===== src/rtl/bus_pair_receiver_if.sv =====
`default_nettype none
// ============================================================================
//  Module   : bus_pair_receiver_if
//  Purpose  : Handshake and payload bundle for the two-bus pair link.
//             i0 is declared [HI:LO] and i1 is declared [LO:HI] on the way in.
//             On the way out the declared ranges are reversed: o0 is [LO:HI]
//             and o1 is [HI:LO]. Indices are preserved across the crossing.
//  Ports    : in_valid/in_ready/i0/i1  producer side
//             out_valid/out_ready/o0/o1 consumer side
//             count                     occupancy, 0..DEPTH
//             in_par/out_par_err/par_err_sticky
//                                       present only with BUS_PAIR_RX_PARITY_EN
//  Modports : master = environment (producer + consumer), slave = receiver
//  Config   : BUS_PAIR_RX_PARITY_EN adds the parity signals
//  Revision : 1.0  initial release
// ============================================================================
interface bus_pair_receiver_if #(
    parameter int HI = 2,
    parameter int LO = -2,
    parameter int AW = 2
);
    logic          in_valid;
    logic          in_ready;
    logic [HI:LO]  i0;
    logic [LO:HI]  i1;
    logic          out_valid;
    logic          out_ready;
    logic [LO:HI]  o0;
    logic [HI:LO]  o1;
    logic [AW:0]   count;
`ifdef BUS_PAIR_RX_PARITY_EN
    logic          in_par;
    logic          out_par_err;
    logic          par_err_sticky;

    modport master (
        output in_valid, i0, i1, in_par, out_ready,
        input  in_ready, out_valid, o0, o1, count, out_par_err, par_err_sticky
    );
    modport slave (
        input  in_valid, i0, i1, in_par, out_ready,
        output in_ready, out_valid, o0, o1, count, out_par_err, par_err_sticky
    );
`else
    modport master (
        output in_valid, i0, i1, out_ready,
        input  in_ready, out_valid, o0, o1, count
    );
    modport slave (
        input  in_valid, i0, i1, out_ready,
        output in_ready, out_valid, o0, o1, count
    );
`endif
endinterface
`default_nettype wire


===== src/rtl/bus_pair_receiver.sv =====
`default_nettype none
// ============================================================================
//  Module   : bus_pair_receiver
//  Purpose  : Receiving end of the two-bus link. Each accepted {i0,i1} pair is
//             buffered in a DEPTH-entry FIFO and re-emitted with each bus's
//             declared range reversed, preserving index k on both buses.
//  Ports    : clk   - single clock, rising edge
//             rst   - asynchronous active-high reset (synchronous release
//                     expected from the reset source)
//             bus   - bus_pair_receiver_if.slave (handshakes, payloads, count,
//                     optional parity signals)
//  Params   : HI, LO (bus index bounds, LO may be negative), DEPTH (power of
//             two, >=2), AW = log2(DEPTH)
//  Config   : `define BUS_PAIR_RX_PARITY_EN to store a parity bit per pair
//             and report out_par_err / par_err_sticky
//  Revision : 1.0  initial release
// ============================================================================
module bus_pair_receiver #(
    parameter int HI    = 2,
    parameter int LO    = -2,
    parameter int DEPTH = 4,
    parameter int AW    = 2
) (
    input  logic                  clk,
    input  logic                  rst,
    bus_pair_receiver_if.slave    bus
);

    localparam logic [AW:0]   c_full    = (AW+1)'(DEPTH);
    localparam logic [AW:0]   c_cnt_one = (AW+1)'(1);
    localparam logic [AW-1:0] c_ptr_one = AW'(1);

    // Storage keeps each bus in its input declaration order; the range
    // reversal happens only on the read side, bit by bit.
    logic [HI:LO]  mem_i0_q [DEPTH];
    logic [LO:HI]  mem_i1_q [DEPTH];

    logic [AW-1:0] wr_ptr_q, wr_ptr_d;
    logic [AW-1:0] rd_ptr_q, rd_ptr_d;
    logic [AW:0]   count_q,  count_d;

    logic          w_in_ready;
    logic          w_out_valid;
    logic          w_push;
    logic          w_pop;

`ifdef BUS_PAIR_RX_PARITY_EN
    logic          mem_par_q [DEPTH];
    logic          par_err_sticky_q, par_err_sticky_d;
    logic          w_head_par_err;
`endif

    // ------------------------------------------------------------------
    // Handshake and next-state logic
    // ------------------------------------------------------------------
    always_comb begin
        // in_ready ignores out_ready, so a full FIFO never passes data
        // through on a same-cycle pop.
        w_in_ready  = !rst && (count_q != c_full);
        w_out_valid = (count_q != '0);
        w_push      = bus.in_valid && w_in_ready;
        w_pop       = w_out_valid && bus.out_ready;

        wr_ptr_d = w_push ? (wr_ptr_q + c_ptr_one) : wr_ptr_q;
        rd_ptr_d = w_pop  ? (rd_ptr_q + c_ptr_one) : rd_ptr_q;

        count_d = count_q;
        if (w_push && !w_pop) begin
            count_d = count_q + c_cnt_one;
        end else if (w_pop && !w_push) begin
            count_d = count_q - c_cnt_one;
        end
    end

    // ------------------------------------------------------------------
    // State registers. Storage is cleared on reset so that the head output
    // reads zero and stale pairs can never resurface afterwards.
    // ------------------------------------------------------------------
    always_ff @(posedge clk or posedge rst) begin
        if (rst) begin
            wr_ptr_q <= '0;
            rd_ptr_q <= '0;
            count_q  <= '0;
            for (int e = 0; e < DEPTH; e++) begin
                mem_i0_q[e] <= '0;
                mem_i1_q[e] <= '0;
            end
        end else begin
            wr_ptr_q <= wr_ptr_d;
            rd_ptr_q <= rd_ptr_d;
            count_q  <= count_d;
            if (w_push) begin
                mem_i0_q[wr_ptr_q] <= bus.i0;
                mem_i1_q[wr_ptr_q] <= bus.i1;
            end
        end
    end

    // ------------------------------------------------------------------
    // Head read: index-preserving crossing into the reversed ranges.
    // Whole-vector assignment here would mirror the bits, so map each k.
    // ------------------------------------------------------------------
    always_comb begin
        bus.o0 = '0;
        bus.o1 = '0;
        for (int k = LO; k <= HI; k++) begin
            bus.o0[k] = mem_i0_q[rd_ptr_q][k];
            bus.o1[k] = mem_i1_q[rd_ptr_q][k];
        end
    end

    assign bus.in_ready  = w_in_ready;
    assign bus.out_valid = w_out_valid;
    assign bus.count     = count_q;

`ifdef BUS_PAIR_RX_PARITY_EN
    // ------------------------------------------------------------------
    // Parity: stored bit plus both payloads must XOR to zero (even parity
    // over 2W+1 bits). The sticky flag records any errored pair consumed.
    // ------------------------------------------------------------------
    always_comb begin
        w_head_par_err   = w_out_valid &&
                           ((^bus.o0) ^ (^bus.o1) ^ mem_par_q[rd_ptr_q]);
        par_err_sticky_d = par_err_sticky_q || (w_pop && w_head_par_err);
    end

    always_ff @(posedge clk or posedge rst) begin
        if (rst) begin
            par_err_sticky_q <= 1'b0;
            for (int e = 0; e < DEPTH; e++) begin
                mem_par_q[e] <= 1'b0;
            end
        end else begin
            par_err_sticky_q <= par_err_sticky_d;
            if (w_push) begin
                mem_par_q[wr_ptr_q] <= bus.in_par;
            end
        end
    end

    assign bus.out_par_err    = w_head_par_err;
    assign bus.par_err_sticky = par_err_sticky_q;
`endif

endmodule
`default_nettype wire

===== src/flat_wrapper.sv =====
// flat-port wrapper written by rule: the top's interface ports become plain ports
module bus_pair_receiver_flat 
#(
    parameter int HI    = 2,
    parameter int LO    = -2,
    parameter int DEPTH = 4,
    parameter int AW    = 2
)
  (clk, rst, bus_in_valid, bus_i0, bus_i1, bus_out_ready, bus_in_ready, bus_out_valid, bus_o0, bus_o1, bus_count);
  bus_pair_receiver_if #(.HI(HI), .LO(LO), .AW(AW)) bus_i ();
  input  logic clk;
  input  logic rst;
  input wire logic [$bits(bus_i.in_valid)-1:0] bus_in_valid;
  input wire logic [$bits(bus_i.i0)-1:0] bus_i0;
  input wire logic [$bits(bus_i.i1)-1:0] bus_i1;
  input wire logic [$bits(bus_i.out_ready)-1:0] bus_out_ready;
  output wire logic [$bits(bus_i.in_ready)-1:0] bus_in_ready;
  output wire logic [$bits(bus_i.out_valid)-1:0] bus_out_valid;
  output wire logic [$bits(bus_i.o0)-1:0] bus_o0;
  output wire logic [$bits(bus_i.o1)-1:0] bus_o1;
  output wire logic [$bits(bus_i.count)-1:0] bus_count;
  assign bus_i.in_valid = bus_in_valid;
  assign bus_i.i0 = bus_i0;
  assign bus_i.i1 = bus_i1;
  assign bus_i.out_ready = bus_out_ready;
  assign bus_in_ready = bus_i.in_ready;
  assign bus_out_valid = bus_i.out_valid;
  assign bus_o0 = bus_i.o0;
  assign bus_o1 = bus_i.o1;
  assign bus_count = bus_i.count;
  bus_pair_receiver #(.HI(HI), .LO(LO), .DEPTH(DEPTH), .AW(AW)) u_core (.clk(clk), .rst(rst), .bus(bus_i));
endmodule

===== config.mk =====
export PLATFORM = sky130hd
export DESIGN_NAME = bus_pair_receiver_flat
export DESIGN_NICKNAME = d
export VERILOG_FILES = /design/src/rtl/bus_pair_receiver_if.sv /design/src/rtl/bus_pair_receiver.sv /design/src/flat_wrapper.sv
export SDC_FILE = /design/constraint.sdc
export NUM_CORES = 1
export LEC_CHECK = 0
export BUFFER_PORTS_ARGS = -buffer_cell sky130_fd_sc_hd__buf_2
export CAP_MARGIN = 20
export CORE_MARGIN = 2
export CORE_UTILIZATION = 55
export CTS_BUF_LIST = sky130_fd_sc_hd__clkbuf_8
export CTS_CLUSTER_DIAMETER = 100
export DETAILED_ROUTE_END_ITERATION = 7
export PLACE_DENSITY = 0.77
export SLEW_MARGIN = 20
export SYNTH_ARGS = -nofsm -noshare
export SYNTH_HDL_FRONTEND = slang
export SYNTH_SLANG_ARGS = --single-unit

===== constraint.sdc =====
create_clock -name clk -period 3.1 [get_ports clk]
set_clock_uncertainty 0.2 [all_clocks]
set_input_delay 0.465 -clock clk [delete_from_list [all_inputs] [get_ports clk]]
set_output_delay 0.465 -clock clk [all_outputs]
set_load 0.01 [all_outputs]

==> metrics <==
crit path max fanout=8; Final Wtd Congestion=0.7276; I/O pin count=29; DR vias=1,199; Clock Path Buffers=2; clock-pin slew of the registers on the worst-case setup and hold paths=80 ps; cell-internal power=1718 uW; met3 global-route usage=0.05574; RSZ-0062 raised after global routing=no; final hold violations=0; CTS Sinks=between 40 and 50; Net Sw Frac=0.3287; Post-Route WL=approximately 3.7 mm; WS Path Type=flip-flop to primary output; Max-Cap Viols=0; Hold-fix buffers, CTS=0; Sw Pwr=841.2 uW; initial antenna violation count=0; starting DRC count in detailed routing=39; M2 GR Usage=0.3638; Remaining Overflow, GRT=0; synthesized area=2172 um^2; Max Clk Rate=394.5 MHz; hold crit path type=primary input to asynchronous set/reset pin; num rows=22; layout cells sized above 1=0.5536; Die ar.=4468 um^2; GRT Util Overall=0.2004; Die X=66.84 um; Core Area=3716 um^2; post-DP HPWL=around 2.7 mm; Comb pwr share=0.413; CTS Root Cell=clkbuf_8; IO Port Bufs=28; CP required=2430 ps; first-pass GRT wire length=approximately 6.3 mm; CTS buffer count=5; Remaining DRCs=0; setup TNS=0 ps; CTS tree=built; postcts setup bufs=0; met1 Use GR=0.2382; Initial Util=0.5845; Worst setup EP type=primary output; Post-DRT Antenna Nets=0; register area share after synthesis=0.5415; vias in the first global route=1,323; Max-Slew Margin vs Limit=0.5781; Netlist cell types=18; Final Critical Period=approximately 2500 ps; part of the cycle the worst path needs=0.8177; Clk pwr share=0.133; status=finished, final reports clean; later-pin clock latency in the skew report=280 ps; cts repair resizes=0; GRT busiest layer=met2; synthesized flop and latch total=47; Post-Syn Instances=133; mean post-synth cell area=between 15 and 20 um^2; drt via density=roughly 5.6; Pre-antenna DRT Iters=4; Final Setup Violations=0; H-tree depth=2; VDD IR max=between 0.5 and 0.6 mV; pin count of the biggest net entering global routing=19; sequential share of power=0.454; crit path DAT=1870 ps; P per Cell Area=approximately 1000 nW/um^2; Ant. Diodes=0; Tightest Pin Transition=630.7 ps; startpoint types=flip-flop; synthesized net count=about 150; total power=approximately 2600 uW; Area growth syn-to-layout=13.42%; Final Max Tran Viols=0; final hold slack=between 100 and 150 ps; Pleak=0.001078 uW; Synth Warn #=0; routed len/inst=roughly 17 um; Die Y=66.84 um; Final nets=188
power by group through the flow:
stage          Clock (uW)  Sequential, uW  Combinational (uW)
5_1_grt               390            1210                1160
6_report              342            1160                1060
2_1_floorplan           0            1080                 833
3_3_place_gp            0            1140                1040
3_5_place_dp            0            1180                1070
4_1_cts               353            1160                1080
final timing paths:
check,startpoint,end,slack (ps),cells after the start
max,u_core.rd_ptr_q[0],bus_o0[2],570,3
min,rst,u_core.mem_i1_q[18],130,2
max reg2reg,u_core.bus.count[1],u_core.bus.count[1],630,6
min reg2reg,u_core.mem_i0_q[5],u_core.mem_i0_q[5],290,1
max in group asynchronous,rst,u_core.mem_i1_q[0],1680,4
min in group clk,bus_i0[3],u_core.mem_i0_q[13],230,2
placed cells by master, fill, tap and decap left out, types with 4 or more instances in the layout:
master	n
nor3_4	4
xnor2_1	4
mux4_2	10
buf_2	28
mux2_2	39
dfrtp_1	47
ha_1	5
nand2_1	5
inv_1	4
clkbuf_8	5
per-stage QoR:
stage,instance area [um^2],setup slack [ps],std cells,util
after floorplan,2172,758.8,133,-
after global placement,2381,748.0,209,0.6407
after detailed placement,2381,622.2,209,0.6407
after CTS,2464,507.0,216,0.6630
after global routing,2464,385.2,216,0.6630
final,2464,565.0,216,0.6630
layout make-up:
class / count / area, um^2
inverters: 4 / 15.01
flip-flops and latches: 47 / 1176
clock buffers: 5 / 68.82
clock inverters: 2 / 13.76
well taps: 48 / 60.06
fillers: 279 / 1252
multi-input cells: 79 / 967.2
repair buffers: 31 / 162.7
Yosys cell counts, drive strengths merged:
library cell / number / area (um^2)
mux4: 10 / 225.2
clkbuf: 1 / 3.750
fa: 1 / 20.02
or3: 1 / 6.260
nor3b: 2 / 31.28
inv: 4 / 15.01
buf: 2 / 10.01
nor2: 2 / 7.510
nor3: 4 / 65.06
xnor2: 4 / 35.03
ha: 5 / 62.56
xor2: 2 / 17.52
nand2: 5 / 18.77
nand3: 1 / 5.000
mux2: 42 / 473.0
dfrtp: 47 / 1176
registers in the layout (all words and copies together) (netlist names):
| register | cells |
|---|---|
| u_core.mem_i0_q | 20 |
| u_core.bus.count | 3 |
| u_core.rd_ptr_q | 2 |
| u_core.wr_ptr_q | 2 |
| u_core.mem_i1_q | 20 |
logic make-up after synthesis:
family | count (synthesis) | synth area share
muxes | 52 | 0.3214
DFF | 47 | 0.5415
and+or+nand+nor | 15 | 0.06164
buffers and inverters | 7 | 0.01325
xor gates and xnor gates | 6 | 0.02419
adders and majority gates | 6 | 0.03802
critical path, cell delays in order (launching register included):
cell	delay (ps)
dfrtp_1	650
buf_4	260
mux4_2	520
buf_2	160
routing by layer:
metal  share of wire  wire, um  vias to the layer above
met1            0.44      1624                      628
met2            0.53      1965                       18
met5               0         0                        -
li1                -         -                      551
met4          0.0035        13                        0
met3           0.027       101                        2
Power figures use the tool's default switching activity.
